===== config.mk =====
export PLATFORM = sky130hd
export DESIGN_NAME = io_filter_sync
export DESIGN_NICKNAME = d
export VERILOG_FILES = /design/src/rtl/io_filter_sync.sv
export SDC_FILE = /design/constraint.sdc
export NUM_CORES = 1
export LEC_CHECK = 0
export ABC_CLOCK_PERIOD_IN_PS = 4070
export CAP_MARGIN = 20
export CORE_MARGIN = 1
export CORE_UTILIZATION = 35
export DETAILED_ROUTE_END_ITERATION = 6
export DONT_BUFFER_PORTS = 1
export GPL_ROUTABILITY_DRIVEN = 0
export GPL_TIMING_DRIVEN = 0
export PLACE_DENSITY = 0.53
export SLEW_MARGIN = 20
export SYNTH_ARGS = -nofsm -noshare
export SYNTH_HDL_FRONTEND = slang
export SYNTH_SLANG_ARGS = --single-unit
export TNS_END_PERCENT = 20

===== constraint.sdc =====
create_clock -name clk -period 4.07 [get_ports clk]
set_input_delay 0.814 -clock clk [delete_from_list [all_inputs] [get_ports clk]]
set_output_delay 0.814 -clock clk [all_outputs]
set_load 0.05 [all_outputs]

===== src/rtl/io_filter_sync.sv =====
// GPIO pad front end: per-pin synchroniser and glitch filter, runtime pin-order
// mapping, change-event handshake towards the core and a masked output write port.
module io_filter_sync #(
  parameter int IO_PINS     = 16,
  parameter int SYNC_STAGES = 2,
  parameter int FILTER_LEN  = 3,
  parameter int CNT_W       = 2
) (
  input  logic               clk,
  input  logic               rst,
  input  logic               rev,
  input  logic [IO_PINS-1:0] pin_dir,
  input  logic [IO_PINS-1:0] pin_data_in,
  output logic [IO_PINS-1:0] pin_data_out,
  output logic [IO_PINS-1:0] in_data,
  output logic               ev_valid,
  input  logic               ev_ready,
  output logic [IO_PINS-1:0] ev_mask,
  output logic [IO_PINS-1:0] ev_data,
  input  logic               out_we,
  input  logic [IO_PINS-1:0] out_mask,
  input  logic [IO_PINS-1:0] out_data
);

  // Port/pin mapping is an involution, so one function converts both ways.
  function automatic logic [IO_PINS-1:0] remap(input logic [IO_PINS-1:0] v, input logic r);
    logic [IO_PINS-1:0] m;
    m = '0;
    for (int i = 0; i < IO_PINS; i++) begin
      if (r) m[i] = v[IO_PINS-1-i];
      else   m[i] = v[i];
    end
    return m;
  endfunction

  logic                rev_q;
  logic [IO_PINS-1:0]  sync_q [SYNC_STAGES];
  logic [IO_PINS-1:0]  st_q, st_nxt;
  logic [CNT_W-1:0]    cnt_q   [IO_PINS];
  logic [CNT_W-1:0]    cnt_nxt [IO_PINS];
  logic [IO_PINS-1:0]  out_q, out_nxt;
  logic [IO_PINS-1:0]  pend_q, pend_nxt;
  logic [IO_PINS-1:0]  chg_pin, chg_port, dir_port;
  logic [IO_PINS-1:0]  wmask_pin, wdata_pin;
  logic [IO_PINS-1:0]  sync;

  always_ff @(posedge clk or posedge rst) begin
    if (rst) begin
      for (int s = 0; s < SYNC_STAGES; s++) sync_q[s] <= '0;
    end else begin
      sync_q[0] <= pin_data_in;
      for (int s = 1; s < SYNC_STAGES; s++) sync_q[s] <= sync_q[s-1];
    end
  end

  assign sync = sync_q[SYNC_STAGES-1];

  // Filter: output pins reload from out_q and never raise a change.
  always_comb begin
    st_nxt  = st_q;
    chg_pin = '0;
    for (int i = 0; i < IO_PINS; i++) cnt_nxt[i] = cnt_q[i];
    for (int i = 0; i < IO_PINS; i++) begin
      if (pin_dir[i]) begin
        st_nxt[i]  = out_q[i];
        cnt_nxt[i] = '0;
      end else if (sync[i] == st_q[i]) begin
        cnt_nxt[i] = '0;
      end else if (cnt_q[i] == CNT_W'(FILTER_LEN-1)) begin
        st_nxt[i]  = sync[i];
        cnt_nxt[i] = '0;
        chg_pin[i] = 1'b1;
      end else begin
        cnt_nxt[i] = cnt_q[i] + CNT_W'(1);
      end
    end
  end

  assign chg_port  = remap(chg_pin, rev_q);
  assign dir_port  = remap(pin_dir, rev_q);
  assign wmask_pin = remap(out_mask, rev_q);
  assign wdata_pin = remap(out_data, rev_q);

  // Changes landing on the accept edge become the next event rather than being dropped.
  always_comb begin
    pend_nxt = pend_q;
    if (rev != rev_q) begin
      pend_nxt = '0;
    end else if (ev_valid && ev_ready) begin
      pend_nxt = chg_port & ~dir_port;
    end else begin
      pend_nxt = (pend_q | chg_port) & ~dir_port;
    end
  end

  always_comb begin
    out_nxt = out_q;
    if (out_we) begin
      out_nxt = (out_q & ~wmask_pin) | (wdata_pin & wmask_pin);
    end else begin
      out_nxt = out_q;
    end
  end

  always_ff @(posedge clk or posedge rst) begin
    if (rst) begin
      rev_q  <= 1'b0;
      st_q   <= '0;
      out_q  <= '0;
      pend_q <= '0;
      for (int i = 0; i < IO_PINS; i++) cnt_q[i] <= '0;
    end else begin
      rev_q  <= rev;
      st_q   <= st_nxt;
      out_q  <= out_nxt;
      pend_q <= pend_nxt;
      for (int i = 0; i < IO_PINS; i++) cnt_q[i] <= cnt_nxt[i];
    end
  end

  assign pin_data_out = out_q;
  assign in_data      = remap(st_q, rev_q);
  assign ev_data      = in_data;
  assign ev_mask      = pend_q;
  assign ev_valid     = |pend_q;

endmodule


==> summary.txt <==
Final Cycle Share -> 77.0%
Clk pwr share -> 42.5%
Critical path launch point type -> flop
Synth top area share -> 52.2%
Share of cells above drive strength 1 -> 17.4%
Worst VDD drop -> 0.310 mV
Post-DRT Antenna Nets -> 0
Initial Util -> 35.7%
Dpl hpwl -> 10,300 um
Layout net count -> 557
Ys async rst share -> 100%
Worst r2r src -> ev_mask[0]$_DFF_PP0_
Area fraction in compound gates after synthesis -> 10.2%
Synth Area in Adders -> 0%
F_max -> 0.319 GHz
Slew @ Worst Pin -> 0.766 ns
Number of CTS-inserted buffers -> 17
Power share of the combinational group -> 17.7%
Critical Path End -> ev_valid
Core footprint -> 15,100 um^2
Synth Area in XOR/XNOR -> 5.18%
PostCTS Resize Cnt -> 0
Largest net degree at the start of global routing -> 67
Crit Path Category -> reg2out
Synth Register Bits -> 113
R2r worst-path depth -> 3
Ranking of synthesized cells by area -> dfrtp_1 (52%), mux2_2 (6.7%), mux2i_1 (5.9%)
Worst path required time -> 3.26 ns
PwrDens -> 583 nW/um^2
Post-synth top flop -> dfrtp_1
Synth cell count leaders -> dfrtp_1 (113), mux2_2 (32), mux2i_1 (32)
RSZ-0062 raised after global routing -> no
Drt first pass iters -> 4
Via count -> 3,862
Clk_skew -> 0.00914 ns
Total grt overflow -> 0
Sw Ratio -> 31.5%
Filler cells -> 1,452
P_leak -> 2.56 nW
Setup-failing EPs final -> 0
Syn Area/Cell -> 11.6 um^2
NetSw -> 1.16 mW
Top cell type by total area after synthesis -> dfrtp_1
Hold Crit Class -> in2async
Die Ht -> 126 um
Critical Path AT -> 2.32 ns
Area Growth Syn to Fin -> 16.3%
EDFF count, synth -> 0
Setup Buffers After CTS -> 0
Clk slew on worst S/H paths -> 0.05 ns
DRC viols -> 0
Number of global-route vias before repair -> 3,915
Final hold vios -> 0
Wire length per cell -> 21.0 um
Count leader, synth -> dfrtp_1
Post-synthesis simple-gate area fraction -> 15.3%
Ys Warns -> 0
Total wire length -> 14,400 um
Register share of total power -> 39.8%
DR iter-0 viols -> 239
Via-to-Cell Ratio -> 5.61
Slew headroom -> 48.9%
Hold buffer count at cts -> 0
Antenna cells -> 0
Setup TNS -> 0 ns
Largest family of logic cells by synthesized area -> simple AND/OR/NAND/NOR gates
Synth Cell Area -> 5410 um^2
Rows -> 45
Synthesized net count -> 537
I/O pin total -> 134
Clock buffer depth -> 2
Root Driver -> clkbuf_16
Distinct cells, synth -> 30
R2r setup slk -> 2.12 ns
Clk sink count -> 113
Worst setup EP type -> primary output
Critical path fanouts, max -> 3
R2r endpoint -> ev_mask[5]$_DFF_PP0_
Horiz. Die Dim -> 126 um
First-pass GRT wire length -> 22,400 um
CTS tree -> yes
Fin. max-slew vios -> 0
Register area share after synthesis -> 52.2%
Core Util, Final -> 41.6%
PortBufs -> 0
Post-Syn Instances -> 468
Die Area -> 16,000 um^2
Internal power -> 2.51 mW
H-tree depth reported by CTS -> 4
Worst-Skew Late Latency -> 0.42 ns
Multiplexer share of the synthesized area -> 12.6%
Max-cap viol count -> 0
Post-layout minimum cycle time -> 3.13 ns
Antenna violations before repair -> 0
Status -> finished clean
Gr usage total -> 19.4%
CP Launch Point -> ev_mask[0]$_DFF_PP0_
## worst max-delay path: stages (launching register included)
cell and delay [ns]:
dfrtp_1 0.60, nor4_1 0.60, nand4_1 0.69
## area by class of cell
cell class | count | area [um^2] | area share, %
plain buffers | 33 | 233 | 3.70
clock buffers | 26 | 489 | 7.77
clock inverters | 5 | 125 | 1.99
inverters | 2 | 12.5 | 0.199
multi-input cells | 320 | 2340 | 37.2
flip-flops and latches | 113 | 2830 | 44.9
well taps | 188 | 235 | 3.74
repair buffers | 1 | 27.5 | 0.437
## placed cells by master, fill, tap and decap left out, types with 3 or more instances in the layout
cell	n
buf_4	20
clkbuf_16	17
nor2_1	4
a31oi_1	28
bufinv_16	4
buf_6	4
o21ai_0	20
clkbuf_8	3
nand3b_1	12
and3b_1	4
a21oi_1	20
xor2_1	16
nand3_1	12
dfrtp_1	113
nor4b_1	16
mux2_2	32
nor3b_1	16
o32ai_1	4
a21boi_0	4
nand2_1	29
buf_2	3
o22a_1	12
nor3_1	4
nor2b_1	15
clkbuf_1	12
xnor2_1	16
nor4_1	20
mux2i_1	32
## routing by layer
| metal | routed length, um | part of all wire (%) | GRT usage [%] |
|---|---|---|---|
| met2 | 6770 | 47 | 29.7 |
| met1 | 6130 | 42 | 23.8 |
| met3 | 1220 | 8.5 | 8.18 |
| met5 | 0 | 0 | 0 |
| met4 | 300 | 2.1 | 8.58 |
## power groups by stage
stage	Clock, mW	Combinational, mW	Sequential [mW]
after floorplan	0	0.579	1.44
after global placement	0	0.645	1.47
after detailed placement	0	0.655	1.48
after CTS	1.59	0.657	1.46
after global routing	1.65	0.701	1.48
final	1.56	0.650	1.46
## stage by stage
| step | worst slack (ns) | power (mW) | hold slack (ns) | area, um^2 | std cells |
|---|---|---|---|---|---|
| 6_report | 0.937 | 3.67 | 0.322 | 6290 | 688 |
| 5_1_grt | 0.820 | 3.84 | 0.353 | 6290 | 688 |
| 4_1_cts | 0.827 | 3.71 | 0.346 | 6290 | 688 |
| 3_5_place_dp | 1.30 | 2.14 | 0.335 | 5680 | 657 |
| 3_3_place_gp | -1.07 | 2.12 | 0.332 | 5650 | 656 |
| 2_1_floorplan | 0.269 | 2.02 | 0.331 | 5410 | 468 |
## cell families (layout without fill, tap and decap cells)
family                    Yosys count  in the layout
buffers and inverters              35             67
xor gates and xnor gates           32             32
AOI/OAI and AO/OA                  89             89
muxes                              64             64
DFF                               113            113
and+or+nand+nor                   135            135
## worst min path at each step
stage                         startpoint             endpoint  slack, ns  cells past startpoint
floorplan           sync_q[16]$_DFF_PP0_    sync[0]$_DFF_PP0_       0.33                      0
global placement    sync_q[16]$_DFF_PP0_    sync[0]$_DFF_PP0_       0.33                      0
detailed placement  sync_q[29]$_DFF_PP0_   sync[13]$_DFF_PP0_       0.33                      0
CTS                 sync_q[29]$_DFF_PP0_   sync[13]$_DFF_PP0_       0.35                      0
global route        sync_q[29]$_DFF_PP0_   sync[13]$_DFF_PP0_       0.35                      0
finish                               rst  cnt_q[31]$_DFF_PP0_       0.32                      1
Power figures use the tool's default switching activity.
